[src/rtl/lock_sequencer_fsm.sv]
// Safe-lock top-level sequencer.
// This block steps keypad digits into the external input shift register and checks the
// comparator's match result. It counts failed attempts and enforces a timed lockout, drives
// the lock output with auto-relock, and loads a new passcode into the stored-code register.
// The "program" pulse is named program_req because `program` is a reserved word in
// SystemVerilog.
module lock_sequencer_fsm #(
  parameter int NUM_DIGITS     = 4,
  parameter int MAX_ATTEMPTS   = 3,
  parameter int LOCKOUT_CYCLES = 1000,
  parameter int UNLOCK_CYCLES  = 500
) (
  input  logic                              clk,
  input  logic                              reset,
  input  logic                              digit_valid,
  input  logic                              enter,
  input  logic                              cancel,
  input  logic                              relock,
  input  logic                              program_req,
  input  logic                              match,
  output logic                              shift_en,
  output logic                              shift_clr,
  output logic                              store_load,
  output logic                              unlocked,
  output logic                              alarm,
  output logic                              fail_pulse,
  output logic [2:0]                        state,
  output logic [2:0]                        digit_count,
  output logic [$clog2(MAX_ATTEMPTS+1)-1:0] attempts_left
);

  typedef enum logic [2:0] {
    S_LOCKED   = 3'd0,
    S_ENTRY    = 3'd1,
    S_CHECK    = 3'd2,
    S_UNLOCKED = 3'd3,
    S_PROGRAM  = 3'd4,
    S_LOCKOUT  = 3'd5
  } state_t;

  localparam int AW        = $clog2(MAX_ATTEMPTS + 1);
  localparam int TIMER_MAX = (LOCKOUT_CYCLES > UNLOCK_CYCLES) ? LOCKOUT_CYCLES : UNLOCK_CYCLES;
  localparam int TW        = $clog2(TIMER_MAX);

  localparam logic [AW-1:0] ATT_FULL  = AW'(MAX_ATTEMPTS);
  localparam logic [2:0]    DIG_FULL  = 3'(NUM_DIGITS);
  localparam logic [TW-1:0] LOCK_LAST = TW'(LOCKOUT_CYCLES - 1);
  localparam logic [TW-1:0] UNL_LAST  = TW'(UNLOCK_CYCLES - 1);

  state_t        state_q;
  logic [TW-1:0] timer;
  logic          digit_full;
  logic          keypad_state;
  logic          unlock_timeout;

  assign state = state_q;

  // Digit acceptance and shift-register clearing, decided in the same cycle as the keypad pulse.
  always_comb begin
    // NOTE: every always_comb output gets a default first so no path can infer a latch.
    shift_clr      = reset | store_load;
    digit_full     = (digit_count == DIG_FULL);
    keypad_state   = (state_q == S_LOCKED) || (state_q == S_ENTRY) || (state_q == S_PROGRAM);
    unlock_timeout = (state_q == S_UNLOCKED) && (timer == UNL_LAST);
    shift_en       = ~reset & digit_valid & ~enter & ~cancel & keypad_state &
                     (digit_count < DIG_FULL);
    case (state_q)
      S_ENTRY:    shift_clr = shift_clr | cancel;
      S_CHECK:    shift_clr = 1'b1;
      S_UNLOCKED: shift_clr = shift_clr | relock | unlock_timeout | program_req;
      S_PROGRAM:  shift_clr = shift_clr | cancel;
      default:    ;
    endcase
  end

  // Main controller: state, digit/attempt counters, shared timer and registered outputs.
  always_ff @(posedge clk) begin
    // NOTE: all sequential state uses non-blocking assignments so every flop sees pre-edge values.
    if (reset) begin
      state_q       <= S_LOCKED;
      digit_count   <= '0;
      attempts_left <= ATT_FULL;
      timer         <= '0;
      unlocked      <= 1'b0;
      alarm         <= 1'b0;
      fail_pulse    <= 1'b0;
      store_load    <= 1'b0;
    end else begin
      fail_pulse <= 1'b0;
      store_load <= 1'b0;
      case (state_q)
        S_LOCKED: begin
          // Only the first accepted digit moves us on; a bare enter or cancel does nothing.
          if (shift_en) begin
            digit_count <= digit_count + 3'd1;
            state_q     <= S_ENTRY;
          end
        end

        S_ENTRY: begin
          if (cancel) begin
            digit_count <= '0;
            state_q     <= S_LOCKED;
          end else if (enter) begin
            state_q <= S_CHECK;
          end else if (shift_en) begin
            digit_count <= digit_count + 3'd1;
          end
        end

        S_CHECK: begin
          // One cycle here lets match settle on the registered shift-register contents.
          digit_count <= '0;
          if (digit_full && match) begin
            attempts_left <= ATT_FULL;
            unlocked      <= 1'b1;
            state_q       <= S_UNLOCKED;
          end else begin
            fail_pulse    <= 1'b1;
            attempts_left <= attempts_left - AW'(1);
            if (attempts_left == AW'(1)) begin
              alarm   <= 1'b1;
              state_q <= S_LOCKOUT;
            end else begin
              state_q <= S_LOCKED;
            end
          end
        end

        S_UNLOCKED: begin
          if (relock || unlock_timeout) begin
            unlocked <= 1'b0;
            timer    <= '0;
            state_q  <= S_LOCKED;
          end else if (program_req) begin
            digit_count <= '0;
            timer       <= '0;
            state_q     <= S_PROGRAM;
          end else begin
            timer <= timer + TW'(1);
          end
        end

        S_PROGRAM: begin
          // No timeout while a new code is being keyed in; the lock stays open.
          if (cancel) begin
            digit_count <= '0;
            timer       <= '0;
            state_q     <= S_UNLOCKED;
          end else if (enter) begin
            if (digit_full) begin
              store_load    <= 1'b1;
              unlocked      <= 1'b0;
              digit_count   <= '0;
              attempts_left <= ATT_FULL;
              state_q       <= S_LOCKED;
            end
          end else if (shift_en) begin
            digit_count <= digit_count + 3'd1;
          end
        end

        S_LOCKOUT: begin
          if (timer == LOCK_LAST) begin
            alarm         <= 1'b0;
            attempts_left <= ATT_FULL;
            timer         <= '0;
            state_q       <= S_LOCKED;
          end else begin
            timer <= timer + TW'(1);
          end
        end

        default: begin
          state_q     <= S_LOCKED;
          digit_count <= '0;
          timer       <= '0;
          unlocked    <= 1'b0;
          alarm       <= 1'b0;
        end
      endcase
    end
  end

endmodule
[config.mk]
export PLATFORM = sky130hd
export DESIGN_NAME = lock_sequencer_fsm
export DESIGN_NICKNAME = d
export VERILOG_FILES = /design/src/rtl/lock_sequencer_fsm.sv
export SDC_FILE = /design/constraint.sdc
export NUM_CORES = 1
export LEC_CHECK = 0
export BUFFER_PORTS_ARGS = -buffer_cell sky130_fd_sc_hd__buf_2
export CAP_MARGIN = 20
export CORE_UTILIZATION = 49
export DETAILED_ROUTE_END_ITERATION = 10
export PLACE_DENSITY = 0.74
export SKIP_LAST_GASP = 1
export SLEW_MARGIN = 20
export SYNTH_ARGS = -nofsm -noshare
export SYNTH_HDL_FRONTEND = slang
export SYNTH_SLANG_ARGS = --single-unit
[constraint.sdc]
create_clock -name clk -period 1.7 [get_ports clk]
set_input_delay 0.085 -clock clk [delete_from_list [all_inputs] [get_ports clk]]
set_output_delay 0.085 -clock clk [all_outputs]
set_load 0.01 [all_outputs]
==> results of run 1 <==
## cell usage after synthesis (all sizes together) (3+ instances only)
| cell | number |
|---|---|
| a21oi | 15 |
| nand3b | 3 |
| nand3 | 7 |
| a31oi | 5 |
| ha | 4 |
| nand2 | 8 |
| nor2 | 22 |
| a21o | 3 |
| a211oi | 4 |
| or4 | 4 |
| xor2 | 5 |
| nor4 | 4 |
| dfxtp | 22 |
| o21ai | 4 |
| clkbuf | 5 |
| inv | 10 |
| buf | 4 |
| nor3 | 7 |
## cells by family (layout without fill, tap and decap cells)
logic type               after synthesis  in the layout  share of synthesized area [%]
AO/OA/AOI/OAI                         41             41                           20.9
XOR/XNOR                               7              7                           4.73
adder cells (fa/ha/maj)                4              4                           3.86
buffers and inverters                 19             71                           6.36
flip-flops                            22             22                           33.9
multiplexers                           2              2                           1.54
AND/OR/NAND/NOR                       69             69                           28.6
## through the flow
step           setup WS, ps  power (W)  setup TNS, ps
6_report               -282   0.000996          -1510
3_3_place_gp          -30.4   0.000739          -59.6
5_1_grt                -325    0.00104          -2500
2_1_floorplan         -3.14   0.000658          -3.14
3_5_place_dp          -71.3   0.000743           -209
4_1_cts                -384   0.000980          -1470
## area by class of cell
type / count / area share, %
tap: 30 / 2.07
timing repair buffer: 58 / 21.4
inverter: 10 / 2.07
clock buffer: 3 / 1.24
sequential: 22 / 24.5
multi-input combinational: 123 / 48.7
## layer usage
layer	GRT usage, %	vias up	share of wire, %
met5	0	-	0
met2	47.9	35	48
met4	9.21	0	1.6
met1	33.4	642	47
li1	-	703	-
met3	3.45	6	3.2
## worst min-delay path by stage
stage	start	to	slack, ps	depth (start not counted)
final	reset	state[0]$_SDFFE_PP0P_	230	3
after global routing	reset	state[0]$_SDFFE_PP0P_	220	3
after CTS	reset	state[0]$_SDFFE_PP0P_	210	3
after detailed placement	fail_pulse$_SDFF_PP0_	fail_pulse	480	1
after global placement	attempts_left[0]$_SDFFE_PP1P_	attempts_left[0]$_SDFFE_PP1P_	460	1
after floorplan	reset	unlocked$_SDFFE_PP0P_	270	2
## critical path: cells and delay by family, from the launching register on
family / cells / cell delay (ps)
simple gates: 2 / 610
flops: 1 / 350
compound gates: 2 / 310
fa+ha+maj: 1 / 170
buf+inv: 1 / 150
## power groups by stage
stage | Clock, W | Combinational (W) | Sequential, W
after floorplan | 0 | 0.000115 | 0.000544
after global placement | 0 | 0.000198 | 0.000542
after detailed placement | 0 | 0.000202 | 0.000541
after CTS | 0.000243 | 0.000207 | 0.000529
after global routing | 0.000259 | 0.000253 | 0.000530
final | 0.000232 | 0.000234 | 0.000529
## sequential cells by signal, indices dropped and copies added (netlist names)
register	cells
alarm	1
attempts_left	2
digit_count	3
timer	10
unlocked	1
state	3
store_load	1
fail_pulse	1
## timing repair
action | in CTS | in global routing
setup endpoints to repair | 3 | 20
buffers inserted | 2 | 0
resized for setup | 2 | 13
pin swaps | 1 | 8
==> qor.yml, run 1 <==
place_area_mm2: 0.00171
most-common-layout-cells: "buf_4 (36), nor2_1 (21), buf_2 (21)"
dieArea_mm2: 0.00286
ys_warn_count: 0
htree_levels: 1
fin_crit_sh_pct: 117
stdcell_count: 246
syn_inst: 164
seqCellArea_um2: 444
multi_input_area_um2: 882
critPathCapture: "shift_clr"
cts_max_path_buffers: 2
core-area_mm2: 0.00250
clkPwrFrac_pct: 23.3
worstReg2RegEnd: "state[0]$_SDFFE_PP0P_"
cts_buffers: 3
path_max_fanout: 5
wl_per_cell_um: 14.6
gp_congestion: 0.918
clockRootBuffer: "clkbuf_4"
crit_type: "reg -> out"
syn_area_mm2: 0.00130
synth_top_area_share_pct: 33.9
ys_seq_area_share_pct: 33.9
r2r_cells: 8
nFillCells: 207
final.min_clock_period_ps: 1980
grt_pass1_wl_um: 5520
tightest_slew_ps: 460
drt_iter0_drc: 34
cp.required_ps: 1620
area_growth_pct: 39.5
synthArstFlopShare_pct: 0
dpl.cell_count: 241
cp-start-kind: "flip-flop"
rows: 18
slowest_delay_ps: 400
initial_core_util_pct: 51.9
whs_ps: 226
clk_pin_slew_ps: 110
track_usage_pct: 27.2
io_pins: 22
grt_overflow: 0
final_area_mm2: 0.00181
relSlewSlack_pct: 69.0
finalWorstSetupSlack_ps: -282
fmax_ghz: 0.505
irDropWorstVdd_uv: 445
fin_util_pct: 72.4
p_per_area_mw_per_mm2: 550
via_count: 1386
seqPwrFrac_pct: 53.1
grt_setup_unrepaired: "yes"
setup_violations: 16
endpoint_kind: "output port"
hp-class: "in -> reg"
violations: "setup timing"
synth-edff-count: 0
r2r_start: "timer[1]$_SDFFE_PP0P_"
leakage_nw: 0.753
combPwrFrac_pct: 23.5
critPathLaunch: "timer[1]$_SDFFE_PP0P_"
die_y_um: 53.5
yosysUniqueCellTypes: 44
power.net_switching_w: 0.000283
diodes: 0
final_nets: 230
wirelength_um: 3590
p_sw_share_pct: 28.4
cts_tree: "yes"
drive_gt1_share_pct: 38.4
ys_ff_latch: 22
syn_nets: 176
clkSinkCount: 22
ant_nets: 0
avgViaCountPerCell: 5.63
drc_errors: 0
first_pass_iters: 4
arrival_ps: 1900
antenna_found_initial: 0
hold_viol: 0
avgSynthCellArea_um2: 7.91
grt_max_degree: 18
ctsHoldBuffers: 0
io_buffers: 21
yosys.area.top_type: "dfxtp_1"
slew_viol_final: 0
clock_latency_ps: 300
place_hpwl_um: 2640
worst_path_max_delay_cell: "or4_1"
power.internal_w: 0.000713
crit_chain: "ha_4 -> and3b_2 -> a31oi_4 -> a2111oi_4 -> or4_1 -> buf_2"
skew_ps: 2.36
grt_pass1_vias: 1257
die_x_um: 53.5
max_cap_violations: 0
status: "finished, violations left"
final_common_cell: "buf_4"
r2r_setup_slack_ps: -270
ys.flop_type: "dfxtp_1"
synth_area_leaders: "dfxtp_1 (34%), nor2_1 (6.1%), a21oi_1 (5.4%), ha_1 (3.9%), xor2_1 (3.4%)"
(Power assumes the default switching activity.)
==> run 2: changes to the inputs <==
--- a/config.mk
+++ b/config.mk
@@ -6,10 +6,10 @@
 export NUM_CORES = 1
 export LEC_CHECK = 0
 export BUFFER_PORTS_ARGS = -buffer_cell sky130_fd_sc_hd__buf_2
-export CAP_MARGIN = 20
+export CAP_MARGIN = 10
 export CORE_UTILIZATION = 49
 export DETAILED_ROUTE_END_ITERATION = 10
-export PLACE_DENSITY = 0.74
+export PLACE_DENSITY = 0.79
 export SKIP_LAST_GASP = 1
 export SLEW_MARGIN = 20
 export SYNTH_ARGS = -nofsm -noshare
==> run 2 against run 1 <==
The flow still finishes with violations (setup timing). Critical path type is now reg -> reg. Non-clock buffer count is 1 higher. Critical path depth is 3 higher. Utilization is 2.7 points higher. Power is 5.6% higher. Sequential share of layout area is 0.75 points lower. Clock power is 24% higher.
==> qor.yml, run 2 (synthesis results as in run 1) <==
setup_violations: 16
die_x_um: 53.5
final_nets: 231
dieArea_mm2: 0.00286
path_buf_inv: 3
die_y_um: 53.5
hp-class: "in -> reg"
fin_setup_tns_ps: -2550
p_per_area_mw_per_mm2: 560
worst_path_max_delay_cell: "or4_4"
grt_overflow: 0
track_usage_pct: 26.9
most-common-layout-cells: "buf_4 (35), buf_2 (21), nor2_1 (20)"
grt_pass1_wl_um: 5500
max_cap_violations: 0
p_sw_share_pct: 28.0
fin_crit_sh_pct: 119
clock_latency_ps: 300
final_common_cell: "buf_4"
fmax_ghz: 0.492
clkPwrFrac_pct: 27.3
status: "finished, violations left"
seqPwrFrac_pct: 51.2
crit_family: "simple AND/OR/NAND/NOR gates"
via_count: 1410
io_buffers: 21
core-area_mm2: 0.00250
cts_max_path_buffers: 2
wl_per_cell_um: 14.5
grt_setup_unrepaired: "yes"
combPwrFrac_pct: 21.4
rows: 18
diodes: 0
initial_core_util_pct: 51.9
drc_errors: 0
leakage_nw: 0.775
first_pass_iters: 4
largest_reg_flops: 10
clockRootBuffer: "clkbuf_4"
crit_chain: "ha_4 -> and3b_1 -> a31oi_4 -> buf_4 -> buf_6 -> buf_4 -> o2bb2ai_4 -> or4_4 -> a21oi_2"
slew_viol_final: 0
drive_gt1_share_pct: 43.1
avgViaCountPerCell: 5.69
ant_nets: 0
cts_tree: "yes"
path_max_fanout: 6
final.min_clock_period_ps: 2030
largest-register: "timer"
power.net_switching_w: 0.000294
nFillCells: 190
cp-start-kind: "flip-flop"
drt_iter0_drc: 42
tightest_slew_ps: 423
crit_type: "reg -> reg"
skew_ps: 2.22
ctsHoldBuffers: 0
multi_input_area_um2: 918
power.internal_w: 0.000757
wirelength_um: 3600
fin_util_pct: 75.1
endpoint_kind: "flip-flop"
seqCellArea_um2: 447
gp_congestion: 0.878
finalWorstSetupSlack_ps: -330
relSlewSlack_pct: 71.5
hold_viol: 0
cp.required_ps: 1940
irDropWorstVdd_uv: 444
place_hpwl_um: 2690
arrival_ps: 2270
clk_pin_slew_ps: 120
crit_top_cell: "buf_4"
antenna_found_initial: 0
grt_max_degree: 18
violations: "setup timing"
grt_pass1_vias: 1273
cts_buffers: 3
htree_levels: 1
io_pins: 22
slowest_delay_ps: 490
clkSinkCount: 22
area_growth_pct: 44.7
==> run 2: cell count changes in the layout (fill, tap and decap cells not counted), moves of 2 or more <==
cell     before  now
buf_6         1    3
dfxtp_2       3    5
or4_1         3    1
or4_4         1    3
dfxtp_1      19   17
==> run 2: power by group through the flow <==
stage / Combinational, W / Clock [W] / Sequential [W]
2_1_floorplan: 0.000115 / 0 / 0.000544
3_3_place_gp: 0.000180 / 0 / 0.000548
3_5_place_dp: 0.000187 / 0 / 0.000549
4_1_cts: 0.000204 / 0.000296 / 0.000538
5_1_grt: 0.000242 / 0.000320 / 0.000542
6_report: 0.000225 / 0.000287 / 0.000539
==> run 2: path summary, 6_finish.rpt <==
kind | cells past startpoint | slack [ps] | endpoint | startpoint
max reg2reg | 9 | -330 | state[0]$_SDFFE_PP0P_ | timer[0]$_SDFFE_PP0P_
min | 3 | 220 | state[2]$_SDFFE_PP0P_ | reset
min reg2reg | 1 | 540 | attempts_left[0]$_SDFFE_PP1P_ | attempts_left[0]$_SDFFE_PP1P_
max | 9 | -330 | state[0]$_SDFFE_PP0P_ | timer[0]$_SDFFE_PP0P_
==> run 2: worst reg2reg max path: cells and delay by family (launching register included) <==
family                     cells  cell delay, ps
AOI/OAI and AO/OA              3             370
DFF                            1             370
and+or+nand+nor                2             690
adders and majority gates      1             140
buffers and inverters          3             400
==> run 2: area by class of cell <==
cell class	instances	area share [%]
multi-input cells	123	48.9
flip-flops and latches	22	23.8
repair buffers	59	21.4
inverters	10	2.00
well taps	30	2.00
clock buffers	4	1.93
==> run 2: timing repair <==
action / in CTS / in global routing
gates resized for setup: 7 / 20
setup buffers: 2 / 3
endpoints found under the setup margin: 8 / 19
pin swaps: 6 / 9
==> run 2: per-stage QoR <==
stage	setup slack, ps	instance area, um2	power [W]	cells	hold slack, ps
after floorplan	-3.14	1350	0.000658	164	275
after global placement	-50.2	1700	0.000728	240	463
after detailed placement	-106	1700	0.000736	240	479
after CTS	-342	1770	0.00104	246	184
after global routing	-393	1880	0.00110	248	204
final	-330	1880	0.00105	248	218
==> run 2: routing by layer <==
metal	track usage, %	routed length (um)	vias to the layer above
met4	7.89	10	0
met2	48.5	1820	28
met3	3.45	94	2
li1	-	-	701
met5	0	0	-
met1	32.4	1670	679
